### src/rtl/pc_sequencer.sv
// pc_sequencer: program-counter sequencer with a circular return-address stack.
//
// Keeps the current fetch word address, selects the next one from the
// sequential, branch, jump and return paths, and keeps a small
// return-address stack that jal pushes and ret pops.
//
// Ports:
//   i_clk        - clock; all state updates on the rising edge
//   i_rst_n      - asynchronous active-low reset
//   i_stall      - hold PC and return stack this cycle
//   i_beq/i_bne  - conditional branch decodes, qualified by i_zero
//   i_zero       - ALU zero flag for the current instruction
//   i_j/i_jal    - jump and jump-and-link decodes
//   i_ret        - return decode (jr $ra)
//   i_imm26      - instruction immediate; low 16 bits are the branch offset
//   i_jr_target  - register jump address used when the stack is empty
//   o_pc         - current fetch word address
//   o_pc_inc     - o_pc + 1 (wraps)
//   o_pcsrc      - redirect taken this cycle
//   o_target     - selected redirect address (branch target when no redirect)
//   o_ras_empty  - stack holds no entries
//   o_ras_full   - stack holds RAS_DEPTH entries
//   o_ras_ovf    - sticky: a push overwrote a valid entry; cleared by reset only
//
// Parameters: PC_W must be 26..30, RAS_DEPTH a power of two in 2..16.
module pc_sequencer #(
  parameter int              PC_W      = 30,
  parameter int              RAS_DEPTH = 4,
  parameter logic [PC_W-1:0] RESET_PC  = '0
) (
  input  logic            i_clk,
  input  logic            i_rst_n,
  input  logic            i_stall,
  input  logic            i_beq,
  input  logic            i_bne,
  input  logic            i_zero,
  input  logic            i_j,
  input  logic            i_jal,
  input  logic            i_ret,
  input  logic [25:0]     i_imm26,
  input  logic [PC_W-1:0] i_jr_target,
  output logic [PC_W-1:0] o_pc,
  output logic [PC_W-1:0] o_pc_inc,
  output logic            o_pcsrc,
  output logic [PC_W-1:0] o_target,
  output logic            o_ras_empty,
  output logic            o_ras_full,
  output logic            o_ras_ovf
);

  localparam int PTR_W = $clog2(RAS_DEPTH);
  localparam int CNT_W = $clog2(RAS_DEPTH + 1);
  localparam logic [CNT_W-1:0] CNT_MAX = CNT_W'(RAS_DEPTH);

  logic [PC_W-1:0]  pc_reg;
  logic [PTR_W-1:0] ptr_reg;    // next slot to write; top of stack is ptr_reg - 1
  logic [CNT_W-1:0] count_reg;
  logic             ovf_reg;
  logic [PC_W-1:0]  ras_mem [RAS_DEPTH];

  logic [PC_W-1:0]  pc_inc;
  logic [PC_W-1:0]  branch_target;
  logic [PC_W-1:0]  jump_target;
  logic [PC_W-1:0]  ret_target;
  logic [PC_W-1:0]  ras_top;
  logic [PTR_W-1:0] top_idx;
  logic             branch_taken;
  logic             ras_empty;
  logic             ras_full;
  logic             pcsrc;
  logic [PC_W-1:0]  target;
  logic             push;
  logic             pop;

  assign pc_inc        = pc_reg + PC_W'(1);
  assign branch_target = pc_inc + {{(PC_W-16){i_imm26[15]}}, i_imm26[15:0]};
  assign branch_taken  = (i_beq & i_zero) | (i_bne & ~i_zero);

  // Jumps keep the region bits above the 26-bit field from the incremented PC;
  // with a 26-bit PC there are no region bits left.
  generate
    if (PC_W > 26) begin : g_jump_region
      assign jump_target = {pc_inc[PC_W-1:26], i_imm26};
    end else begin : g_jump_flat
      assign jump_target = i_imm26;
    end
  endgenerate

  assign ras_empty  = (count_reg == '0);
  assign ras_full   = (count_reg == CNT_MAX);
  assign top_idx    = ptr_reg - PTR_W'(1);
  assign ras_top    = ras_mem[top_idx];
  assign ret_target = ras_empty ? i_jr_target : ras_top;

  // Return beats jump/jal, which beat a taken branch. With no redirect the
  // branch target is still presented on o_target.
  always_comb begin
    pcsrc  = 1'b0;
    target = branch_target;
    if (i_ret) begin
      pcsrc  = 1'b1;
      target = ret_target;
    end else if (i_j || i_jal) begin
      pcsrc  = 1'b1;
      target = jump_target;
    end else if (branch_taken) begin
      pcsrc  = 1'b1;
    end
  end

  // ret suppresses a simultaneous jal push; a ret on an empty stack is a no-op.
  assign push = ~i_stall & i_jal & ~i_ret;
  assign pop  = ~i_stall & i_ret & ~ras_empty;

  always_ff @(posedge i_clk or negedge i_rst_n) begin
    if (!i_rst_n) begin
      pc_reg    <= RESET_PC;
      ptr_reg   <= '0;
      count_reg <= '0;
      ovf_reg   <= 1'b0;
    end else begin
      if (!i_stall) begin
        pc_reg <= pcsrc ? target : pc_inc;
      end
      if (pop) begin
        ptr_reg   <= ptr_reg - PTR_W'(1);
        count_reg <= count_reg - CNT_W'(1);
      end else if (push) begin
        // When full the write slot is the oldest entry, so the circular
        // pointer overwrites it and the count stays saturated.
        ptr_reg <= ptr_reg + PTR_W'(1);
        if (ras_full) begin
          ovf_reg <= 1'b1;
        end else begin
          count_reg <= count_reg + CNT_W'(1);
        end
      end
    end
  end

  // Stack storage has no reset; an empty count makes stale entries invisible.
  always_ff @(posedge i_clk) begin
    if (i_rst_n && push) begin
      ras_mem[ptr_reg] <= pc_inc;
    end
  end

  assign o_pc        = pc_reg;
  assign o_pc_inc    = pc_inc;
  assign o_pcsrc     = pcsrc;
  assign o_target    = target;
  assign o_ras_empty = ras_empty;
  assign o_ras_full  = ras_full;
  assign o_ras_ovf   = ovf_reg;

endmodule

### config.mk
export PLATFORM = sky130hd
export DESIGN_NAME = pc_sequencer
export DESIGN_NICKNAME = d
export VERILOG_FILES = /design/src/rtl/pc_sequencer.sv
export SDC_FILE = /design/constraint.sdc
export NUM_CORES = 1
export LEC_CHECK = 0
export BUFFER_PORTS_ARGS = -buffer_cell sky130_fd_sc_hd__buf_2
export CORE_MARGIN = 2
export CORE_UTILIZATION = 53
export DETAILED_ROUTE_END_ITERATION = 6
export GPL_ROUTABILITY_DRIVEN = 1
export PLACE_DENSITY = 0.87
export SETUP_SLACK_MARGIN = 0.1
export SLEW_MARGIN = 5
export SYNTH_ARGS = -nofsm -noshare
export SYNTH_HDL_FRONTEND = slang
export SYNTH_SLANG_ARGS = --single-unit
### constraint.sdc
create_clock -name i_clk -period 4.9 [get_ports i_clk]
set_clock_uncertainty 0.1 [all_clocks]
set_input_delay 0.735 -clock i_clk [delete_from_list [all_inputs] [get_ports i_clk]]
set_output_delay 0.735 -clock i_clk [all_outputs]
set_load 0.03 [all_outputs]
Word level (Yosys, flattened, before mapping)
Memory sizes are Yosys's and may differ from the RTL's.
Cells that the tools add are included.
Word-level totals
  output and inout bits: 94
  bits in writable memories: 120
  flip-flop bits (word level): 36
  memories: 1
Cells by class
  eq/ne operators: 2
  reductions and logical operators: 6
  mux-type cells: 14
  bitwise gates (word level): 12
  add/sub/neg operators: 6
Memories
  ras_mem: words 4, width 30, read ports 1, clocked after Yosys merged registers in 0, wr ports 1, RTL line 59  | logic [PC_W-1:0] ras_mem [RAS_DEPTH];
Operators with widths (count)
  30-bit two-way mux: 4
  30-bit by 1-bit adder with 30-bit output, second input constant: 1
  30-bit adder: 1
  3-bit two-way mux: 3
  1-bit bitwise AND: 6
  1-bit two-way mux: 5
  1-bit inverter: 5
  2-bit two-way mux: 2
  3-bit by 1-bit adder with 3-bit output, second input constant: 1
  3-bit == test, second input constant: 1
  3-bit zero test: 1
  3-bit AND reduction: 1
  3-bit by 1-bit subtractor with 3-bit output, second input constant: 1
  2-bit by 1-bit adder with 2-bit output, second input constant: 1
  2-bit by 1-bit != test with 1-bit output, second input constant: 1
  2-bit AND reduction: 1
  2-bit nonzero test: 1
  2-bit by 1-bit subtractor with 2-bit output, second input constant: 1
  1-bit logical AND: 1
  1-bit logical OR: 1
  1-bit bitwise OR: 1

Logic depth before layout (Yosys ltp)
Gate-level depths: netlist of the first run.
  depth in word-level cells: 7
  gate-level depth with buffers: 18
  mapped depth without buffers: 17

Worst setup path before layout of the first run
No wires, ideal clock.
  path type: reg-to-output
  start point: register pc_reg[0] (netlist: o_pc[0])
  end point: output o_target[27]
  slack: -0.830 ns
  path buffers: 0
  cell stages (with the launch flop): 17
  arrival time: 4.895 ns
  cell sequence: dfrtp_1 ha_1 nand2_1 nor2_1 nand3_1 nor3_1 nand3_1 xnor2_1 ha_1 a21o_1 a21o_1 a21oi_1 o21ai_0 a21oi_1 o41ai_2 xnor2_1 a211oi_1
Between the ends
  word-level cells in the longest chain between the ends: 4
RTL lines
  from (decl): RTL line 55  | logic [PC_W-1:0] pc_reg;
  from (signal assigned): RTL line 123  | pc_reg <= pcsrc ? target : pc_inc;
  30-bit by 1-bit adder with 30-bit output: RTL line 75  | assign pc_inc = pc_reg + PC_W'(1);
  via o_pc_inc[20]: RTL line 43  | output logic [PC_W-1:0] o_pc_inc,
  30-bit adder: RTL line 76  | assign branch_target = pc_inc + {{(PC_W-16){i_imm26[15]}}, i_imm26[15:0]};
  30-bit two-way mux: RTL line 103  | end else if (i_j || i_jal) begin
  30-bit two-way mux: RTL line 100  | if (i_ret) begin
  to (decl): RTL line 45  | output logic [PC_W-1:0] o_target,
The timed path passes the listed nets, and every way through them passes these cells.

Worst setup path after layout of the first run
  start point: register pc_reg[1] (netlist: o_pc[1])
  end point: output o_target[29]
Between the ends
  word-level cells in the longest chain between the ends: 4
RTL lines (RTL line)
  30-bit by 1-bit adder with 30-bit output *: 75
  30-bit adder: 76
  30-bit two-way mux *: 103
  30-bit two-way mux *: 100
Every way passes the cells marked *; elsewhere a longest branch is shown, timed or not.

==> results of run 1 <==
[routing by layer]
metal	vias up	global-route usage	routed length, um
met5	-	0	0
met4	0	0.115	1210
met3	120	0.0686	3330
met2	615	0.498	15300
met1	4214	0.424	12500
li1	3730	-	-
[logic make-up (layout without fill, tap and decap cells)]
| group | Yosys count | in the layout | synth area share |
|---|---|---|---|
| adders and majority gates | 42 | 42 | 0.0566 |
| xor gates and xnor gates | 53 | 53 | 0.0513 |
| muxes | 38 | 38 | 0.0792 |
| DFF | 156 | 156 | 0.471 |
| buffers and inverters | 69 | 304 | 0.0378 |
| and+or+nand+nor | 297 | 297 | 0.153 |
| AOI/OAI and AO/OA | 214 | 214 | 0.151 |
[worst paths after layout]
check                          start            to  slack, ns  depth (start not counted)
min                        o_ras_ovf     o_ras_ovf       0.35                          1
max reg2reg                  o_pc[1]      o_pc[29]       0.89                         17
min reg2reg                o_ras_ovf     o_ras_ovf       0.35                          1
min in group asynchronous    i_rst_n       o_pc[9]       0.38                          1
max                          o_pc[1]  o_target[29]      -0.21                         17
max in group asynchronous    i_rst_n    ptr_reg[0]       3.61                          1
[layout by cell type (no fill, tap or decap), types with 21 or more instances in the layout]
| master | count |
|---|---|
| edfxtp_1 | 120 |
| o21ai_0 | 29 |
| buf_4 | 93 |
| mux4_2 | 30 |
| nand2_1 | 91 |
| nor2_1 | 61 |
| ha_1 | 26 |
| nand3_1 | 21 |
| a21oi_1 | 48 |
| buf_2 | 148 |
[power by group through the flow]
stage               clock network, mW  logic (mW)  registers, mW
finish                           1.32        4.78           1.90
global route                     1.38        5.04           1.91
CTS                              1.32        4.22           1.88
detailed placement                  0        4.05           1.91
global placement                    0        4.01           1.90
floorplan                           0        2.69           2.08
[final cells by class]
type / count / share of cell area
clock buffer: 17 / 0.0337
clock inverter: 15 / 0.0123
inverter: 16 / 0.00476
multi-input combinational: 644 / 0.440
sequential: 156 / 0.359
tap: 229 / 0.0227
timing repair buffer: 256 / 0.128
[metrics by stage]
step	util	area, sq um	hold WS, ns	power [mW]
5_1_grt	0.707	12600	0.380	8.33
2_1_floorplan	-	9810	0.339	4.77
4_1_cts	0.666	11900	0.355	7.43
6_report	0.707	12600	0.351	8.00
3_5_place_dp	0.616	11000	0.340	5.96
3_3_place_gp	0.616	11000	0.335	5.91
[synthesized netlist by cell type (5+ instances only)]
cell type / n
edfxtp_1: 120
nand2_1: 96
nor2_1: 66
a21oi_1: 59
ha_1: 40
dfrtp_1: 36
o21ai_0: 36
xnor2_1: 34
clkbuf_1: 30
mux4_2: 30
nand3_1: 28
and3_1: 20
nor3_1: 20
a211oi_1: 17
a31oi_1: 17
xor2_1: 17
inv_1: 14
a21o_1: 13
and2_1: 10
a22oi_1: 9
clkbuf_8: 8
nand4_1: 8
nor3b_1: 8
buf_2: 7
mux2i_1: 7
o21ai_1: 7
o21a_1: 6
or3_1: 6
buf_1: 5
nand2b_1: 5
[timing repair]
action / in CTS / in global routing
pin swaps: 20 / 33
endpoints found under the hold margin: 0 / 0
hold buffers: 0 / 0
gates resized for setup: 42 / 96
setup buffers: 12 / 31
setup endpoints to repair: 13 / 17
==> results, run 1 <==
- The run finished, with violations left.
- The checks that failed: negative setup slack.
- Fill cells in the final layout number 1,183.
- The port buffer count is 158.
- Walking the worst path, the cells encountered are ha_4, nand2_4, nor2_4, nand3_4, nor2_1, xor2_1, ha_1, a21oi_1, o21ai_0, a21oi_1, a31oi_2, a221oi_2, buf_4, o311ai_4, xnor2_2, mux2i_4, buf_6.
- The number of maximum-capacitance constraint violations is 0.
- Summed over all instances, the cell type with the most area after synthesis is edfxtp_1.
- The clock power share is 0.165.
- VDD sags by at most 0.478 mV.
- The number of antenna violations at the first check in global routing is 0.
- The layout net count is 1,198.
- In this design, the critical path's most frequently occurring cell is a21oi_1.
- The measured slew at the worst slew-check pin is 1.14 ns.
- The fraction of power spent switching nets is 0.463.
- Sorting the synthesized cells by area gives the leading types as edfxtp_1 (38%), dfrtp_1 (9.4%), mux4_2 (7.1%).
- Of the cells placed in the final design, the portion with a size suffix greater than 1 is 0.416.
- Dividing the detail-routed wire length by the instance count gives 24.3 um.
- The total area inside the core boundary comes to 17,800 sq um.
- The routed via count divided by cell count is 6.51.
- Once placement completed, the tool counted placed cells totaling 1,259.
- The initial utilization of the core area, before any placement, comes to 0.536.
- The routed layout has 8,679 vias.
- The post-synthesis instance area is 9560 sq um.
- The number of max-slew violations in the final report is 0.
- After synthesis, the mean cell area works out to 11.0 sq um.
- The post-synthesis register bit count is 156.
- For this run, the slowest stage of the critical path takes 0.40 ns.
- TritonCTS created 17 clock buffers.
- The most frequently used flop master after synthesis is edfxtp_1.
- The overall fraction of global-route tracks in use is 0.312.
- The I/O pin total is 159.
- The H-tree depth reported by CTS is 4.
- The maximum clock path buffer count is 2.
- The repair_antennas step left the layout with diodes totalling 0.
- After global routing the overflow that remains totals 0.
- The placer's final routability congestion estimate is 1.01.
- The register with the most flip-flops in the layout has 120 of them.
- The arrival time reported for the critical path endpoint is 4.27 ns.
- The part of the total power dissipated in combinational logic is 0.597.
- Setup repair after global routing could not meet its margin everywhere.
- The internal power consumption is 4.29 mW.
- The portion of synthesized cell area occupied by the leading cell type is 0.377.
- In this run the power density over the cells is 634 nW/um^2.
- The share of the yosys chip area belonging to registers is 0.471.
- The category of the worst setup path launch point is a flip-flop.
- The analysis attributes to cell leakage a power of 5.09 nW.
- The number of global-route vias before repair came to 8,066.
- The wire length after detailed routing is 32.3 mm.
- The global-route wire length before repair is 45.9 mm.
- The full die area is 19,100 sq um.
- The final setup slack of the worst path is -0.208 ns.
- The largest net degree at the start of global routing is 57.
- The count of buffering cells on the critical path with inverters included is 2.
- The detailed-routing iteration count for the pre-antenna-repair pass is 6.
- The maximum fanout encountered on the critical timing path is 6.
- Counting flops with a built-in enable in the synthesized netlist gives 120.
- The worst-case headroom to the max-slew limit is 0.239.
- Setup violations remaining at the end of the flow were counted as 4.
- During synthesis, Yosys emitted a total of 0 warnings.
- The die width is 138 um.
- The share of synthesized flip-flops with an asynchronous set or reset is 0.231.
- The detailed-route DRC error count is 0.
- The aggregate negative setup slack is -0.451 ns.
- The clock net in this run drives a total of 156 sinks.
- The final cell count without fillers is 1,333.
- The worst-path cell with the longest stage delay is dfrtp_2.
- The distinct cell type count of the synthesized netlist is 84.
- The detailed placement HPWL is 20.6 mm.
- The number of nets in the synthesized netlist is 976.
- The maximum clock frequency is 0.196 GHz.
- The tree is rooted in a clkbuf_16.
- The path class of the lowest-slack min-delay path is flip-flop to flip-flop.
- The sequential share of power is 0.238.
- The cell count after synthesis is 869.
- The clock-pin transition on the worst setup and hold timing paths is 0.07 ns.
- After layout, the minimum clock period comes to 5.11 ns.
- The clock latency at the later pin of the worst-skew pair is 0.44 ns.
- The worst setup path is captured at an output port.
- The sequential cell area is 4520 sq um.
- Relative to the synthesized area, the layout overhead comes to 32.0%.
- The largest delay contributor family on the critical path is compound AO/OA/AOI/OAI gates.
- The area of the multi-input gates is 5550 sq um.
- The worst setup path category is flip-flop to output port.
- The final hold violation count is 0.
- At the worst endpoint, the required time is 4.07 ns.
- The CTS tree is done.
- The DRC marker count from the first detailed-route iteration is 1,127.
- Measured along the y axis, the die boundary spans 138 um.
- The number of cell rows is 49.
- The number of antenna-violating nets in the routed design is 0.
- Before CTS, the worst setup slack after placement is 0.0752 ns.
- The net switching power is 3.71 mW.
- In the finished design, the share of the clock period the worst path needs comes to 1.04.
Power figures use the tool's default switching activity.
==> run 2: changes to the inputs <==
BUFFER_PORTS_ARGS = -buffer_cell sky130_fd_sc_hd__buf_4   (was -buffer_cell sky130_fd_sc_hd__buf_2)
==> run 2 against run 1 <==
  * The flow still finishes with violations (negative setup slack)
  * Final area shrank 0.23%
  * Non-clock buffer count shrank 23
  * Utilization shrank 0.16 points
  * Die area is the same
  * Wire length shrank 2.6%
  * Maximum frequency grew 0.97%
==> results, run 2 (same netlist as run 1, synthesis figures left out) <==
- The flow ran to the end, but the final reports show violations.
- The checks that failed: negative setup slack.
- The maximum clock path buffer count is 2 (unchanged).
- The static leakage is 5.02 nW (-1.4%).
- The H-tree depth reported by CTS is 4 (unchanged).
- The time the worst path needs with I/O delays and setup is 5.06 ns (-0.0493 ns).
- The wire length after detailed routing is 31.5 mm (-2.6%).
- The placer's final routability congestion estimate came to 0.963 (-4.9%).
- From synthesis to final layout, the design area changed by 31.7%.
- The overall fraction of global-route tracks in use was 0.318 (+0.00574).
- The area of the placeable core is 17,800 sq um (unchanged).
- The global-route wire length before repair was 46.6 mm (+1.6%).
- The DRC marker count from the first detailed-route iteration came to 1,260 (+12%).
- The hold buffer count at cts was 0 (unchanged).
- The min-delay analysis places its worst path in the category input pin to async pin.
- The instance area after placement was 11,400 sq um (+3.3%).
- The worst setup path is launched from a flip-flop.
- The I/O pin total was 159 (unchanged).
- The flip-flop count of the largest register after layout is 120 (unchanged).
- The number of global-route vias before repair is 8,470 (+5.0%).
- The slowest stage of the critical path belongs to the cell o41ai_1.
- The number of filler cells placed in the layout was 1,172 (-0.93%).
- The maximum clock frequency is 0.198 GHz (+0.97%).
- The sequential cell area is 4520 sq um (about the same).
- The measured slew at the worst slew-check pin is 0.899 ns (-0.243 ns).
- The peak per-stage delay on the critical path is 0.45 ns (+0.05 ns).
- The die height is 138 um (unchanged).
- The count of antenna diodes in the layout was 0 (unchanged).
- The number of antenna violations at the first check in global routing was 0 (unchanged).
- The number of max-slew violations in the final report was 0 (unchanged).
- TritonCTS built the clock tree.
- The critical path in this run is classified as flip-flop to output port.
- The routed via count divided by cell count is 6.63 (+1.9%).
- The number of cell rows came to 49 (unchanged).
- The leftover overflow at the end of global routing is 0 (unchanged).
- The number of antenna-violating nets in the routed design is 0 (unchanged).
- The layout cell share with drive strength beyond 1 is 0.388 (-0.0282).
- Leaving out fill and tap cells, the most frequent cells in the layout are buf_4 (230), edfxtp_1 (120), nand2_1 (93), nor2_1 (62), a21oi_1 (52).
- The maximum fanout encountered on the critical timing path is 4 (-2).
- The most common cell after layout, fill and taps aside is buf_4.
- The detailed placement HPWL came to 20.6 mm (about the same).
- The final setup slack of the worst path came to -0.159 ns (+0.0493 ns).
- The data required time at the worst endpoint is 4.07 ns (about the same).
- The detailed-routing iteration count for the pre-antenna-repair pass is 5 (-1).
- The clock-pin transition on the worst setup and hold timing paths is 0.07 ns (about the same).
- STA classifies the critical path endpoint as an output port.
- The largest delay contributor family on the critical path is simple AND/OR/NAND/NOR gates.
- Setup repair after global routing could not meet its margin everywhere.
- The wire length per cell after detailed routing is 24.1 um (-0.87%).
- The final hold violation count came to 0 (unchanged).
- The post-route cell area is 12,600 sq um (-0.23%).
- The count of buffering cells on the critical path with inverters included is 1 (-1).
- The starting density of the core came to 0.536 (unchanged).
- The largest net degree at the start of global routing is 68 (+19%).
- The clock latency at the later pin of the worst-skew pair came to 0.44 ns (about the same).
- The cell sitting at the root of the clock tree is a clkbuf_16.
- The signal on the critical path passes through nand4_1, nor2_4, and3_4, nand3_4, xnor2_4, ha_4, nand2_2, or3_1, o211ai_1, a21oi_2, a211o_1, o41ai_1, a2111oi_2, nor2b_2, buf_4.
- The die width is 138 um (unchanged).
- The number of maximum-capacitance constraint violations is 0 (unchanged).
- The full die area is 19,100 sq um (unchanged).
- The setup-violating endpoint count in the final report is 6 (+2).
- The area of the multi-input gates is 5370 sq um (-3.2%).
- The port buffer count came to 158 (unchanged).
- The worst hold slack is 0.211 ns (-0.140 ns).
- The layout net count came to 1,175 (-1.9%).
- The cell area power density was 631 nW/um^2 (-0.55%).
- The arrival time reported for the critical path endpoint is 4.22 ns (-0.05 ns).
- The share of the clock period used by the worst path is 1.03 (-0.0101).
- The peak supply drop is 0.349 mV (-27%).
- The TritonCTS buffer count is 17 (unchanged).
- The worst-case headroom to the max-slew limit came to 0.401 (+0.162).
- The number of vias after detailed routing is 8,688 (+0.10%).
- The number of sinks on the clock net was 156 (unchanged).
- The detailed-route DRC error count was 0 (unchanged).
run 2: layer usage:
layer  GRT usage  share of wire  vias up
met5           0              0        -
met4       0.153          0.045        0
met3      0.0755           0.11      135
met2       0.504           0.47      705
met1       0.415           0.37     4167
li1            -              -     3681
run 2: per-stage QoR:
stage	utilization	setup WS (ns)	std cells	total power, mW	TNS (ns)
2_1_floorplan	-	0.0810	869	4.77	0
3_3_place_gp	0.637	0.214	1254	6.09	0
3_5_place_dp	0.637	0.146	1254	6.16	0
4_1_cts	0.688	0.0182	1298	7.65	0
5_1_grt	0.705	-0.274	1310	8.27	-1.50
6_report	0.705	-0.159	1310	7.94	-0.412
run 2: layout make-up:
cell class,count,share of cell area
Clock inverter,15,0.0117
Tap cell,229,0.0228
Inverter,16,0.00477
Sequential cell,156,0.359
Timing Repair Buffer,233,0.141
Multi-Input combinational cell,644,0.427
Clock buffer,17,0.0338
run 2: power breakdown:
part           switching [mW]  internal (mW)
Combinational            2.78           1.92
Clock                   0.617          0.676
Sequential              0.241           1.70
Total                    3.64           4.30
run 2: final timing paths:
path                       startpoint            to  slack [ns]  cells after the start
max                           o_pc[5]  o_target[28]       -0.16                     15
min                           i_rst_n       o_pc[7]        0.21                      1
max reg2reg                   o_pc[5]      o_pc[28]        0.93                     16
min reg2reg                 o_ras_ovf     o_ras_ovf        0.37                      1
max in group asynchronous     i_rst_n       o_pc[0]        4.04                      1
min in group i_clk          o_ras_ovf     o_ras_ovf        0.37                      1
run 2: timing repair:
item	CTS	global route
setup endpoints to repair	14	13
setup buffers	12	12
gates resized for setup	41	40
pin swaps	18	14
gates cloned	0	0
==> run 3: changes to the inputs <==
CORE_MARGIN = unset   (was 2)
REMOVE_ABC_BUFFERS = 1   (was unset)
==> run 3 against run 2 <==
  * The run still ends with negative setup slack left
  * First-iteration DRC count fell by 13%
  * Worst setup slack got worse by 0.033 ns
  * Worst hold slack about the same
  * Via count is 0.47% higher
  * Non-clock buffer count increased by 20
  * Sequential share of layout area down 0.66 points
  * Critical path depth rose by 3
  * Power is 0.30% lower
  * Die area down 2.9%
  * Global-route usage grew 1.5 points
  * Largest cell class unchanged
==> results, run 3 (same netlist as run 1, synthesis figures left out) <==
- The flow ran to the end, but the final reports show violations.
- The final reports fail on negative setup slack.
- The number of cells on the worst reg-to-reg path is 18 (+2).
- The hold buffer count at cts was 0 (unchanged).
- The wire length after detailed routing is 31.0 mm (-1.5%).
- The clock latency at the later pin of the worst-skew pair came to 0.43 ns (about the same).
- The overall fraction of global-route tracks in use was 0.333 (+0.0154).
- The TritonCTS buffer count is 17 (unchanged).
- Tracing the worst setup path back leads to its startpoint at o_pc[5].
- The number of vias after detailed routing is 8,729 (+0.47%).
- The clock-pin transition on the worst setup and hold timing paths came to 0.06 ns (about the same).
- The wire length per cell after detailed routing is 23.4 um (-2.6%).
- The number of filler cells placed in the layout is 1,094 (-6.7%).
- The maximum fanout encountered on the critical timing path is 5 (+1).
- The count of antenna diodes in the layout is 0 (unchanged).
- The number of antenna violations at the first check in global routing is 0 (unchanged).
- The flip-flop count of the largest register after layout is 120 (unchanged).
- The time the worst path needs with I/O delays and setup is 5.09 ns (+0.0332 ns).
- The peak supply drop is 0.328 mV (-5.9%).
- The starting density of the core came to 0.547 (+0.0112).
- The static leakage was 5.19 nW (+3.4%).
- The largest net degree at the start of global routing was 57 (-16%).
- The area growth from synthesis to layout is 33.8%.
- The leftover overflow at the end of global routing was 0 (unchanged).
- The top cell types in the final layout, fill and taps aside, are buf_4 (241), edfxtp_1 (120), nand2_1 (92), nor2_1 (60), a21oi_1 (49).
- The root buffer cell chosen for the clock tree is clkbuf_16.
- Setup repair after global routing could not meet its margin everywhere.
- The number of antenna-violating nets in the routed design is 0 (unchanged).
- The worst register-to-register path begins at o_pc[5].
- The layout net count is 1,195 (+1.7%).
- The final hold violation count is 0 (unchanged).
- The measured slew at the worst slew-check pin is 1.15 ns (+0.253 ns).
- The aggregate negative setup slack is -0.622 ns (-0.210 ns).
- The worst-case headroom to the max-slew limit is 0.232 (-0.169).
- The number of sinks on the clock net is 156 (unchanged).
- The data required time at the worst endpoint came to 4.07 ns (about the same).
- The number of maximum-capacitance constraint violations is 0 (unchanged).
- The number of global-route vias before repair was 8,190 (-3.3%).
- The post-layout total power is 7.92 mW (-0.30%).
- The detailed-routing iteration count for the pre-antenna-repair pass was 7 (+2).
- The setup-violating endpoint count in the final report came to 7 (+1).
- The cell area power density is 619 nW/um^2 (-1.9%).
- The global-route wire length before repair was 45.6 mm (-2.1%).
- The worst setup path category is flip-flop to output port.
- The category of the worst setup path launch point is a flip-flop.
- The port buffer count was 158 (unchanged).
- The I/O pin total is 159 (unchanged).
- The die height is 136 um (-1.4%).
- The CTS tree is done.
- The share of the clock period used by the worst path is 1.04 (+0.00677).
- The maximum clock frequency is 0.196 GHz (-0.65%).
- The detailed-route DRC error count was 0 (unchanged).
- The maximum clock path buffer count is 2 (unchanged).
- The detailed placement HPWL is 19.8 mm (-3.8%).
- The final setup slack of the worst path is -0.192 ns (-0.0332 ns).
- The H-tree depth reported by CTS was 4 (unchanged).
- The arrival time reported for the critical path endpoint is 4.26 ns (+0.04 ns).
- STA classifies the critical path endpoint as an output port.
- The full die area is 18,600 sq um (-2.9%).
- The area of the placeable core is 17,500 sq um (-2.0%).
- The routed via count divided by cell count came to 6.59 (-0.67%).
- The number of max-slew violations in the final report is 0 (unchanged).
- The tightest min-delay check is of the input pin to async pin type.
- The placer's final routability congestion estimate was 0.964 (+0.11%).
- The library cell used most frequently in the layout, excluding fill and tap cells, is buf_4.
- The DRC marker count from the first detailed-route iteration is 1,095 (-13%).
- The layout cell share with drive strength beyond 1 was 0.398 (+0.0106).
- The number of cell rows came to 48 (-2.0%).
- The die width was 136 um (-1.4%).
==> run 3: cell types whose count changed in the layout (fill, tap and decap cells not counted), sizes merged <==
cell and change:
bufinv +1, clkbuf +2, buf +20, inv -9, clkinvlp +1, clkinv +4
==> run 3: timing repair <==
action,4_1_cts,5_1_grt
pin swaps,27,44
gates cloned,0,0
gates resized for setup,66,78
endpoints found under the setup margin,14,18
setup buffers,19,18
==> run 3: routing by layer <==
| metal | vias to the layer above | track usage | wire length (um) |
|---|---|---|---|
| li1 | 3719 | - | - |
| met1 | 4234 | 0.455 | 11800 |
| met2 | 638 | 0.503 | 14500 |
| met3 | 138 | 0.0746 | 3310 |
| met4 | 0 | 0.160 | 1370 |
| met5 | - | 0 | 0 |
==> run 3: layout make-up <==
type	instances	area (sq um)	area share
Tap cell	225	282	0.0220
Clock inverter	12	101	0.00793
Multi-Input combinational cell	644	5440	0.426
Sequential cell	156	4510	0.353
Timing Repair Buffer	253	1950	0.153
Clock buffer	19	433	0.0339
Inverter	16	60.1	0.00470
==> run 3: path summary, 6_finish.rpt <==
check,end,slack (ns)
setup / recovery,o_target[29],-0.19
hold / removal,o_pc[7],0.21
setup reg to reg,o_pc[29],0.85
hold reg to reg,o_ras_ovf,0.37
max in group asynchronous,o_pc[8],4.06
min in group i_clk,o_ras_ovf,0.37
==> run 3: per-stage QoR <==
step	util	instance area (sq um)	setup WS, ns	hold WS, ns	instances
finish	0.732	12800	-0.192	0.210	1325
global route	0.732	12800	-0.267	0.226	1325
CTS	0.698	12200	-0.107	0.209	1308
detailed placement	0.639	11200	0.0711	0.365	1258
global placement	0.639	11200	0.228	0.352	1258
floorplan	-	9260	-0.882	0.339	816
==> run 3: critical path, cell delays in order (launching register included) <==
cell and delay [ns]:
dfrtp_1 0.36, nand4_1 0.24, buf_4 0.23, nor2_4 0.12
buf_6 0.14, and2_2 0.20, nand3_2 0.11, xnor2_2 0.20
ha_1 0.25, a21o_1 0.20, o21bai_4 0.18, a311oi_2 0.29
a31oi_2 0.19, a221oi_4 0.34, nand4b_1 0.20, o311ai_4 0.16
xnor2_2 0.15, mux2i_1 0.09, buf_4 0.18
==> run 3: power by group <==
group          switching, mW  internal (mW)  total, mW
clock network          0.523          0.690       1.21
registers              0.203           1.70       1.90
logic                   2.81           1.99       4.80
